## src/rtl/bus_arb_pkg.sv

```systemverilog
// Shared types and helpers for the coherence-bus request arbiter.
package bus_arb_pkg;

  typedef enum logic [0:0] {
    ARB_IDLE = 1'b0,
    ARB_BUSY = 1'b1
  } arb_state_t;

  localparam int MAX_CPUS = 32;
  localparam int MAX_IDX_W = $clog2(MAX_CPUS);

  // One-hot of the first set req bit at or after ptr, wrapping at n.
  // Walks downward so the closest candidate to ptr is the last one written.
  function automatic logic [MAX_CPUS-1:0] rr_pick(input logic [MAX_CPUS-1:0] req,
                                                  input int ptr, input int n);
    logic [MAX_CPUS-1:0] oh;
    int idx;
    oh = '0;
    for (int k = MAX_CPUS - 1; k >= 0; k--) begin
      idx = ptr + k;
      if (idx >= n) idx = idx - n;
      if (k < n && req[idx[MAX_IDX_W-1:0]]) begin
        oh = '0;
        oh[idx[MAX_IDX_W-1:0]] = 1'b1;
      end
    end
    return oh;
  endfunction

endpackage

```

## src/rtl/arb_wait_counter.sv

```systemverilog
// Per-requester wait counter: saturates at LIMIT, clears on clr, flags starvation.
module arb_wait_counter #(
  parameter int LIMIT = 16,
  parameter int CNT_W = $clog2(LIMIT + 1)
) (
  input  logic CLK,
  input  logic nRST,
  input  logic inc,
  input  logic clr,
  output logic starved
);

  logic [CNT_W-1:0] r_cnt;
  logic [CNT_W-1:0] w_cnt_nxt;
  logic             r_starved;

  always_comb begin
    w_cnt_nxt = r_cnt;
    if (clr) w_cnt_nxt = '0;
    else if (inc && r_cnt != CNT_W'(LIMIT)) w_cnt_nxt = r_cnt + CNT_W'(1);
  end

  // Flag is registered from the next count so it tracks r_cnt exactly.
  always_ff @(posedge CLK or negedge nRST) begin
    if (!nRST) begin
      r_cnt     <= '0;
      r_starved <= 1'b0;
    end else begin
      r_cnt     <= w_cnt_nxt;
      r_starved <= (w_cnt_nxt == CNT_W'(LIMIT));
    end
  end

  assign starved = r_starved;

endmodule

```

## src/rtl/bus_req_arbiter.sv

```systemverilog
// N-requester bus arbiter: round-robin or fixed priority with starvation promotion,
// grant held from selection until the controller's done pulse or a requester abort.
module bus_req_arbiter
  import bus_arb_pkg::*;
#(
  parameter int CPUS         = 4,
  parameter int RR_MODE      = 1,
  parameter int STARVE_LIMIT = 16
) (
  input  logic                    CLK,
  input  logic                    nRST,
  input  logic [CPUS-1:0]         req,
  input  logic                    done,
  output logic                    grant_valid,
  output logic [CPUS-1:0]         grant,
  output logic [$clog2(CPUS)-1:0] grant_idx,
  output logic [CPUS-1:0]         starved,
  output logic                    aborted
);

  localparam int IDX_W = $clog2(CPUS);
  localparam int CNT_W = $clog2(STARVE_LIMIT + 1);

  arb_state_t       r_state;
  logic [CPUS-1:0]  r_grant;
  logic [IDX_W-1:0] r_grant_idx;
  logic             r_grant_valid;
  logic             r_aborted;
  logic [IDX_W-1:0] r_rr_ptr;

  logic [CPUS-1:0]  w_starved;
  logic [CPUS-1:0]  w_starve_req;
  logic [CPUS-1:0]  w_starve_oh;
  logic [CPUS-1:0]  w_rr_oh;
  logic [CPUS-1:0]  w_fix_oh;
  logic [CPUS-1:0]  w_win_oh;
  logic [IDX_W-1:0] w_win_idx;
  logic [IDX_W-1:0] w_next_ptr;
  logic             w_req_held;

  for (genvar g = 0; g < CPUS; g++) begin : g_wait
    arb_wait_counter #(
      .LIMIT(STARVE_LIMIT),
      .CNT_W(CNT_W)
    ) u_wait (
      .CLK    (CLK),
      .nRST   (nRST),
      .inc    (req[g] & ~r_grant[g]),
      .clr    (~req[g] | r_grant[g]),
      .starved(w_starved[g])
    );
  end

  // Starved requesters beat the normal policy; lowest starved index first.
  assign w_starve_req = w_starved & req;
  assign w_starve_oh  = w_starve_req & (~w_starve_req + CPUS'(1));
  assign w_fix_oh     = req & (~req + CPUS'(1));
  assign w_rr_oh      = CPUS'(rr_pick(MAX_CPUS'(req), int'(r_rr_ptr), CPUS));

  always_comb begin
    if (|w_starve_req)     w_win_oh = w_starve_oh;
    else if (RR_MODE != 0) w_win_oh = w_rr_oh;
    else                   w_win_oh = w_fix_oh;
  end

  always_comb begin
    w_win_idx = '0;
    for (int i = 0; i < CPUS; i++)
      if (w_win_oh[i]) w_win_idx = w_win_idx | IDX_W'(i);
  end

  assign w_next_ptr = (r_grant_idx == IDX_W'(CPUS - 1)) ? '0 : r_grant_idx + IDX_W'(1);
  assign w_req_held = req[r_grant_idx];

  always_ff @(posedge CLK or negedge nRST) begin
    if (!nRST) begin
      r_state       <= ARB_IDLE;
      r_grant       <= '0;
      r_grant_idx   <= '0;
      r_grant_valid <= 1'b0;
      r_aborted     <= 1'b0;
      r_rr_ptr      <= '0;
    end else begin
      r_aborted <= 1'b0;
      case (r_state)
        ARB_IDLE: begin
          if (|req) begin
            r_state       <= ARB_BUSY;
            r_grant       <= w_win_oh;
            r_grant_idx   <= w_win_idx;
            r_grant_valid <= 1'b1;
          end
        end
        ARB_BUSY: begin
          // done wins over a simultaneous req drop, so that case is not an abort.
          if (done || !w_req_held) begin
            r_state       <= ARB_IDLE;
            r_grant       <= '0;
            r_grant_idx   <= '0;
            r_grant_valid <= 1'b0;
            r_rr_ptr      <= w_next_ptr;
            r_aborted     <= !done;
          end
        end
        default: r_state <= ARB_IDLE;
      endcase
    end
  end

  assign grant_valid = r_grant_valid;
  assign grant       = r_grant;
  assign grant_idx   = r_grant_idx;
  assign starved     = w_starved;
  assign aborted     = r_aborted;

`ifndef SYNTHESIS
  a_grant_onehot: assert property (@(posedge CLK) disable iff (!nRST) $onehot0(r_grant));
  a_valid_match:  assert property (@(posedge CLK) disable iff (!nRST) r_grant_valid == |r_grant);
  a_done_busy:    assert property (@(posedge CLK) disable iff (!nRST) done |-> r_state == ARB_BUSY)
                  else $warning("bus_req_arbiter: done seen while idle, ignored");
`endif

endmodule

```

## config.mk

```make
export PLATFORM = sky130hd
export DESIGN_NAME = bus_req_arbiter
export DESIGN_NICKNAME = d
export VERILOG_FILES = /design/src/rtl/bus_arb_pkg.sv /design/src/rtl/arb_wait_counter.sv /design/src/rtl/bus_req_arbiter.sv
export SDC_FILE = /design/constraint.sdc
export NUM_CORES = 1
export LEC_CHECK = 0
export ABC_CLOCK_PERIOD_IN_PS = 7700
export CORE_MARGIN = 2
export CORE_UTILIZATION = 25
export CTS_CLUSTER_SIZE = 24
export DETAILED_ROUTE_END_ITERATION = 12
export SLEW_MARGIN = 20
export SYNTH_ARGS = -nofsm -noshare
export SYNTH_HDL_FRONTEND = slang
export SYNTH_HIERARCHICAL = 1
export SYNTH_SLANG_ARGS = --single-unit
```

## constraint.sdc

```tcl
create_clock -name CLK -period 7.7 [get_ports CLK]
set_clock_uncertainty 0.05 [all_clocks]
set_input_delay 1.54 -clock CLK [delete_from_list [all_inputs] [get_ports CLK]]
set_output_delay 1.54 -clock CLK [all_outputs]
set_load 0.03 [all_outputs]
```

### After elaboration in Yosys (flattened, before gate mapping)

Cells that the tools add are included.

| operators by class | value |
|---|---|
| reduce and logical (&&, ||, !) cells | 15 |
| bitwise operators | 20 |
| multiplexer cells | 53 |
| equal/unequal tests | 11 |
| add/sub/neg operators | 13 |
| order comparisons | 13 |

Operators by type and width:

| cell | count |
|---|---|
| two-way mux 5 bit | 12 |
| two-way mux 4 bit | 7 |
| less-than comparator 5 x 6 -> 1 bit, second input constant | 4 |
| adder 5 x 1 -> 5 bit, second input constant | 4 |
| binary-select mux 1 bit (select 5 bit) | 4 |
| demux 1 bit (select 5 bit) | 4 |
| == test 5 bit, second input constant | 4 |
| greater-or-equal comparator 5 x 1 -> 1 bit, second input constant | 4 |
| != test 5 bit, second input constant | 4 |
| two-way mux 1 bit | 16 |
| subtractor 3 x 3 -> 4 bit, second input constant | 3 |
| two-way mux 2 bit | 5 |
| greater-or-equal comparator 3 bit, second input constant | 3 |
| inverter 1 bit | 9 |
| AND 4 bit | 2 |
| logical AND 1 bit | 8 |
| one-hot mux 4 bit (2 select lines) | 1 |
| OR reduction 4 bit | 2 |
| adder 2 x 2 -> 3 bit, second input constant | 2 |
| adder 4 x 1 -> 4 bit, second input constant | 1 |
| AND 1 bit | 4 |
| inverter 4 bit | 1 |
| OR 1 bit | 4 |
| one-hot mux 1 bit (2 select lines) | 2 |
| other kinds (13) | 15 |

| storage, ports and cells | value |
|---|---|
| bits in registers | 35 |
| logic and storage cells | 139 |
| output and inout port bits | 12 |
| input bits | 7 |

### Longest topological paths before layout

Gate-level depths: netlist (run 1).

| logic depth | value |
|---|---|
| word-level depth | 17 |
| depth in mapped cells | 9 |
| depth with buffers taken out | 8 |

### Hierarchy

The synthesis (run 1) kept the hierarchy.

Modules (own cells, without submodules):

| module | cells each | sequential area each (µm²) | area each (µm²) | times used |
|---|---|---|---|---|
| bus_req_arbiter | 116 | 275.3 | 1022.2 | 1 |
| arb_wait_counter (g_wait[1].u_wait ...) | 31 | 150.1 | 334.1 | 3 |
| arb_wait_counter (g_wait[0].u_wait) | 31 | 150.1 | 316.6 | 1 |

### Least setup slack after synthesis (run 1)

No wires, ideal clock.

| timing | value |
|---|---|
| path type | input to register |
| from | in req[2] |
| to | reg r_grant_idx[1], in the netlist grant_idx[1] |
| path buffers | 1 |
| data arrival time | 2.678 ns |
| setup slack | 4.830 ns |
| cell stages on the path | 6 |
| library setup time | 0.141 ns |
| data required time | 7.509 ns |
| cells stage by stage | or4_1 -> nor2b_1 -> buf_6 -> o2111a_1 -> a21oi_2 -> nand3_1 |

| on the way | value |
|---|---|
| cells in the longest elaborated chain, start to end | 11 |
| elaborated cells between the ends (all ways) | 30 |
| classes of those cells | 1 x add/sub; 2 x eq/ne; 19 x mux; 3 x bitwise; 5 x reduce/logical |

Ends and longest elaborated chain:

| item | RTL line | source |
|---|---|---|
| from (decl) | bus_req_arbiter.sv:12 | `input logic [CPUS-1:0] req,` |
| binary-select mux 1 bit (select 5 bit) | bus_arb_pkg.sv:22 | `if (k < n && req[idx[MAX_IDX_W-1:0]]) begin` |
| two-way mux 1 bit (implied by the code) | bus_arb_pkg.sv:22 |  |
| two-way mux 4 bit (4 in a row) | bus_arb_pkg.sv:22 |  |
| two-way mux 4 bit | bus_req_arbiter.sv:61 | `if (\|w_starve_req) w_win_oh = w_starve_oh;` |
| two-way mux 2 bit (2 in a row) | bus_req_arbiter.sv:69 | `if (w_win_oh[i]) w_win_idx = w_win_idx \| IDX_W'(i);` |
| two-way mux 2 bit | bus_req_arbiter.sv:87 | `if (\|req) begin` |
| one-hot mux 2 bit (2 select lines) | bus_req_arbiter.sv:85 | `case (r_state)` |
| to (signal assigned) | bus_req_arbiter.sv:90 | `r_grant_idx <= w_win_idx;` |
| to (decl) | bus_req_arbiter.sv:26 | `logic [IDX_W-1:0] r_grant_idx;` |

Parallel ways exist; a longest one is shown, timed or not. The select of a mux whose other input is x is not followed.
A chain may end at the register's enable or synchronous reset.

### Worst setup path after layout (run 1)

| timing | value |
|---|---|
| from | in req[1] |
| to | reg g_wait[1].u_wait.r_starved |

| on the way | value |
|---|---|
| cells in the longest elaborated chain, start to end | 5 |
| elaborated cells between the ends (all ways) | 7 |
| classes of those cells | 1 x eq/ne; 2 x mux; 3 x bitwise; 1 x reduce/logical |

Ends and longest elaborated chain:

| item | RTL line | source |
|---|---|---|
| AND 1 bit | bus_req_arbiter.sv:48 | `.inc (req[g] & ~r_grant[g]),` |
| logical AND 1 bit | arb_wait_counter.sv:20 | `else if (inc && r_cnt != CNT_W'(LIMIT)) w_cnt_nxt = r_cnt + CNT_W'(1);` |
| two-way mux 5 bit | arb_wait_counter.sv:20 |  |
| two-way mux 5 bit (*) | arb_wait_counter.sv:19 | `if (clr) w_cnt_nxt = '0;` |
| == test 5 bit (*) | arb_wait_counter.sv:30 | `r_starved <= (w_cnt_nxt == CNT_W'(LIMIT));` |
| to (signal assigned) | arb_wait_counter.sv:30 |  |
| to (decl) | arb_wait_counter.sv:15 | `logic r_starved;` |

Every way passes the cells marked *; elsewhere a longest branch is shown, timed or not.

==> impl_metrics.csv, run 1 <==
group,metric,value,unit
worst_setup_path,path_max_fanout,8,
global_route,grt.overflow.total,0,
clock_network,cts-root-buf,"clkbuf_8",
timing,setup-violations-final,0,
synth,syn_area,2340,um^2
worst_setup_path,rr_endpoint,"grant_idx[0]$_DFFE_PN0P_",
clock_network,clock_path_buffers,2,
min_path,hold_depth,2,
min_path,hp-start,"grant[3]$_DFFE_PN0P_",
clock_network,clkTransAtPathRegs,0.08,ns
placement,preCtsSetupSlack,4.07,ns
synth,synth_edf_count,0,
worst_setup_path,cp.required,7.84,ns
finish,layout_commonest_cell,"dfrtp_1",
timing,final.min_clock_period,3.32,ns
run_status,status,"finished clean",
placement,dp_hpwl,3820,um
synth,synthArstFlopShare,100,%
timing,drv_slew,0,
drt,viasPerCell,4.64,
finish,nets,287,
synth,ys_types,50,
placement,gp_congestion,0.815,
finish,drive_above_1_share,9.85,%
min_path,hold_end,"grant[3]$_DFFE_PN0P_",
placement,port_buffers,18,
synth,syn_nets,264,
synth,synth_ff_type,"dfrtp_1",
clock_network,cts-resized-gates,0,
power,p_per_area,304,nW/um^2
clock_network,clock_latency,0.30,ns
timing,hold_ws,0.486,ns
floorplan,start_util,25.6,%
timing,timing.final.crit_share,43.1,%
clock_network,cts_buffers,5,
worst_setup_path,arrival,3.46,ns
clock_network,cts_tree,"built",
power,vdd_drop_max,81.5,uV
timing,rsz0062_at_grt,"no",
global_route,antenna_found_initial,0,
run,drv_cap,0,
finish,ff_latch_area,876,um^2
timing,tightest_slew,0.772,ns
synth,ys_seq_elements,35,
timing,max_freq,301,MHz
timing,hold_viol,0,
worst_setup_path,rr_worst_depth,8,
floorplan,die_x,101,um
worst_setup_path,cp-end-kind,"flop",
finish,layout_common_cells,"35 x dfrtp_1, 29 x nand2_1, 23 x inv_1, 23 x nor2_1",
worst_setup_path,crit_path_start_kind,"primary input",
finish,multi_input_area,1360,um^2
global_route,grt_max_degree,36,
min_path,hp-class,"flop to flop",
drt,vias,1740,
worst_setup_path,r2r-start,"r_rr_ptr[1]$_DFFE_PN0P_",
floorplan,core-area,9150,um^2
clock_network,postCtsSetupBuffers,0,
timing,relSlewSlack,48.5,%
clock_network,cts.sinks,35,
worst_setup_path,worstSetupPathType,"primary input to flop",
finish,fillers,951,
drt,firstDrtPassIters,4,
global_route,grt_usage,10.8,%
drt,wire_per_inst,13.1,um
timing,layout_setup_ws,4.38,ns
clock_network,cts_hold_buf,0,
finish,fin_util,29.8,%
global_route,grt_pass1_wl,8560,um
clock_network,cts.htree.levels,2,
synth,yosys_warnings,6,
power,p_total,0.830,mW
finish,area_growth,16.6,%
synth,syn_area_per_cell,9.75,um^2
drt,drt_iter0_markers,49,
drt,totalWireLength,4910,um
floorplan,ios,19,
timing,timing.setup.tns,0,ns
global_route,grt_pass1_vias,1813,
finish,antenna_cells,0,
power,power.static_leakage,1.26,nW
synth,syn_inst,240,
synth,synth_seq_area_share,37.4,%
floorplan,dieArea,10200,um^2
drt,postRouteAntennaNets,0,
floorplan,die_h,101,um
floorplan,rows,35,
worst_setup_path,r2r_slack,5.00,ns
drt,drc,0,
-- critical path, stage by stage --
cell and delay, ns:
clkdlybuf4s50_1 0.64, nand2b_1 0.23, inv_1 0.20, nand4_1 0.13, xor2_1 0.15, or2_1 0.24, a2111oi_2 0.33
-- layer usage --
metal	vias to the layer above	routed length [um]	GRT usage, %
li1	886	-	-
met1	810	2410	14.5
met2	38	2190	16.6
met3	6	255	2.91
met4	0	63	4.00
met5	-	0	0
-- synth_stat cells, drive strengths merged (3+ instances only) --
library cell,count,area [um^2]
nor3,8,40.0
nor2,24,97.6
nand4,9,56.3
nand2b,6,60.1
dfrtp,35,876
ha,17,213
o2111a,3,33.8
or2,4,25.0
nand3,3,15.0
inv,23,86.3
a2111oi,3,45.0
nor3b,5,37.5
xnor2,4,35.0
and4bb,3,37.5
xor2,11,96.3
mux2i,13,134
nand2,29,109
a21oi,4,23.8
o21ai,6,33.8
-- worst max path at each step --
| stage | start | end | slack, ns |
|---|---|---|---|
| 2_1_floorplan | req[2] | grant_idx[1]$_DFFE_PN0P_ | 4.83 |
| 3_3_place_gp | req[1] | g_wait[1].u_wait/starved$_DFF_PN0_ | 4.09 |
| 3_5_place_dp | req[1] | g_wait[1].u_wait/starved$_DFF_PN0_ | 4.07 |
| 4_1_cts | req[1] | g_wait[1].u_wait/starved$_DFF_PN0_ | 4.36 |
| 5_1_grt | req[1] | grant_idx[1]$_DFFE_PN0P_ | 4.18 |
| 6_report | req[1] | g_wait[1].u_wait/starved$_DFF_PN0_ | 4.38 |
-- cells by family after synthesis --
kind of cell,after synthesis,share of synthesized area [%]
and+or+nand+nor,101,23.3
DFF,35,37.4
AOI/OAI and AO/OA,30,11.8
buffers and inverters,26,4.65
adders and majority gates,17,9.09
muxes,16,8.12
xor gates and xnor gates,15,5.61
-- per-stage QoR --
step                      std cells  cell area, um^2
after floorplan                 240             2340
after global placement          367             2640
after detailed placement        367             2640
after CTS                       375             2730
after global routing            375             2730
final                           375             2730
-- report_power, final --
group	leakage, nW	switching (mW)	total (mW)	internal (mW)
Clock	0.0408	0.0758	0.140	0.0647
Combinational	0.747	0.248	0.425	0.177
Sequential	0.469	0.0459	0.264	0.218
-- cell type report --
class,count,area share (%)
clock inverters,3,0.871
multi-input cells,179,49.7
inverters,24,3.30
clock buffers,5,2.52
repair buffers,18,6.42
well taps,111,5.09
flip-flops and latches,35,32.1
-- flip-flops by register name, indices dropped and copies added, names as in the netlist --
register,flops
g_wait.u_wait/starved,4
grant_idx,2
aborted,1
r_state,1
grant_valid,1
g_wait.u_wait/r_cnt,20
r_rr_ptr,2
grant,4
Note: power is estimated with default switching activity, not from simulation.
==> inputs of run 2 (changes only) <==
- ABC_CLOCK_PERIOD_IN_PS: 7700 -> 2800
- clock period: 7.7 -> 2.8 ns (I/O delays scaled with it)
==> impl_metrics.csv, run 2 (synthesized netlist as in run 1, its figures left out) <==
group,metric,value,unit
run_status,status,"finished clean",
floorplan,dieArea,10200,um^2
clock_network,cts.sinks,35,
finish,largest_reg_flops,20,
floorplan,die_h,101,um
clock_network,cts-resized-gates,0,
clock_network,cts_tree,"built",
clock_network,cts.htree.levels,2,
drt,totalWireLength,5250,um
clock_network,clkTransAtPathRegs,0.08,ns
drt,postRouteAntennaNets,0,
global_route,grt_pass1_wl,8910,um
timing,final.min_clock_period,2.31,ns
worst_setup_path,cp.buffers_inverters,1,
worst_setup_path,crit_cells,6,
worst_setup_path,arrival,2.41,ns
worst_setup_path,critical_path.top_delay_family,"simple AND/OR/NAND/NOR gates",
finish,layout_commonest_cell,"dfrtp_1",
timing,drv_slew,0,
floorplan,ios,19,
timing,hold_viol,0,
global_route,grt_max_degree,36,
timing,setup-violations-final,0,
finish,drive_above_1_share,12.8,%
timing,max_freq,432,MHz
floorplan,core-area,9150,um^2
timing,tightest_slew,0.794,ns
finish,antenna_cells,0,
worst_setup_path,rr_worst_depth,8,
drt,wire_per_inst,13.7,um
power,vdd_drop_max,248,uV
worst_setup_path,crit_path_start_kind,"primary input",
finish,area_growth,20.3,%
timing,timing.setup.tns,0,ns
timing,relSlewSlack,47.1,%
drt,viasPerCell,4.67,
worst_setup_path,slowest_stage,"or4_1",
power,p_per_area,861,nW/um^2
drt,drc,0,
timing,rsz0062_at_grt,"no",
clock_network,clock_latency,0.28,ns
clock_network,cts-root-buf,"clkbuf_8",
clock_network,cts_buffers,5,
global_route,antenna_found_initial,0,
placement,gp_congestion,0.805,
power,power.static_leakage,1.32,nW
drt,vias,1792,
run,drv_cap,0,
drt,firstDrtPassIters,4,
global_route,grt_usage,11.2,%
clock_network,cts_hold_buf,0,
placement,dp_hpwl,4090,um
worst_setup_path,cp_cell_sequence,"clkdlybuf4s50_1 -> or4_1 -> nor2b_1 -> o2111a_1 -> a21oi_2 -> nand3_1",
finish,fillers,922,
clock_network,clock_path_buffers,2,
worst_setup_path,path_max_fanout,8,
floorplan,rows,35,
timing,timing.final.crit_share,82.7,%
worst_setup_path,worstSetupPathType,"primary input to flop",
placement,port_buffers,18,
finish,top_register,"g_wait.u_wait/r_cnt",
global_route,grt_pass1_vias,1833,
finish,multi_input_area,1360,um^2
worst_setup_path,cp-end-kind,"flop",
finish,fin_util,30.8,%
finish,ff_latch_area,876,um^2
floorplan,start_util,25.6,%
drt,drt_iter0_markers,68,
min_path,hp-class,"primary input to async pin",
worst_setup_path,max_stage_delay,0.60,ns
floorplan,die_x,101,um
finish,layout_common_cells,"35 x dfrtp_1, 29 x nand2_1, 23 x inv_1, 23 x nor2_1",
global_route,grt.overflow.total,0,
finish,nets,296,
worst_setup_path,cp.required,2.90,ns
clock_network,postCtsSetupBuffers,0,
[run 2: cell types whose count changed in the layout (fill, tap and decap cells not counted), sizes merged]
cell	previous run	this run
buf	1	10
bufinv	0	1
inv	24	23
clkinv	1	3
clkinvlp	2	0
[run 2: final timing paths]
check	start	to	slack (ns)
hold reg to reg	grant[3]$_DFFE_PN0P_	grant[3]$_DFFE_PN0P_	0.47
setup reg to reg	r_rr_ptr[0]$_DFFE_PN0P_	grant_idx[0]$_DFFE_PN0P_	0.53
min in group CLK	grant[3]$_DFFE_PN0P_	grant[3]$_DFFE_PN0P_	0.47
setup / recovery	req[2]	grant_idx[1]$_DFFE_PN0P_	0.49
max in group asynchronous	nRST	g_wait[1].u_wait/starved$_DFF_PN0_	1.89
hold / removal	nRST	r_state$_DFF_PN0_	0.31
[run 2: power by group]
group	leakage, nW	switching, mW	total (mW)	internal, mW
combinational	0.790	0.740	1.28	0.536
clock	0.0581	0.188	0.453	0.265
sequential	0.469	0.0937	0.695	0.601
[run 2: routing by layer]
metal  vias to the layer above  GRT usage (%)  part of all wire [%]
met5                         -              0                     0
met4                         0           3.27                  0.69
met3                         4           2.98                   3.4
met2                        29           17.5                    45
met1                       860           15.3                    50
li1                        899              -                     -
[run 2: layout make-up]
type | instances | area share, %
Multi-Input combinational cell | 179 | 48.2
Tap cell | 111 | 4.93
Clock buffer | 5 | 2.44
Timing Repair Buffer | 27 | 8.62
Sequential cell | 35 | 31.1
Clock inverter | 3 | 1.55
Inverter | 24 | 3.20
[run 2: worst reg2reg max path: cells and delay by family (launching register included)]
| family | cells | cell delay (ns) |
|---|---|---|
| AO/OA/AOI/OAI | 3 | 0.52 |
| adder cells (fa/ha/maj) | 1 | 0.37 |
| buffers and inverters | 1 | 0.10 |
| flip-flops | 1 | 0.35 |
| multiplexers | 2 | 0.67 |
| AND/OR/NAND/NOR | 1 | 0.09 |
[run 2: through the flow]
step	hold slack (ns)	power [mW]	std cells	instance area, um^2	setup slack (ns)
floorplan	0.214	1.61	240	2340	0.394
global placement	0.440	1.96	376	2700	0.176
detailed placement	0.446	1.97	376	2700	0.214
CTS	0.337	2.45	384	2820	0.508
global route	0.365	2.63	384	2820	0.364
finish	0.313	2.42	384	2820	0.486
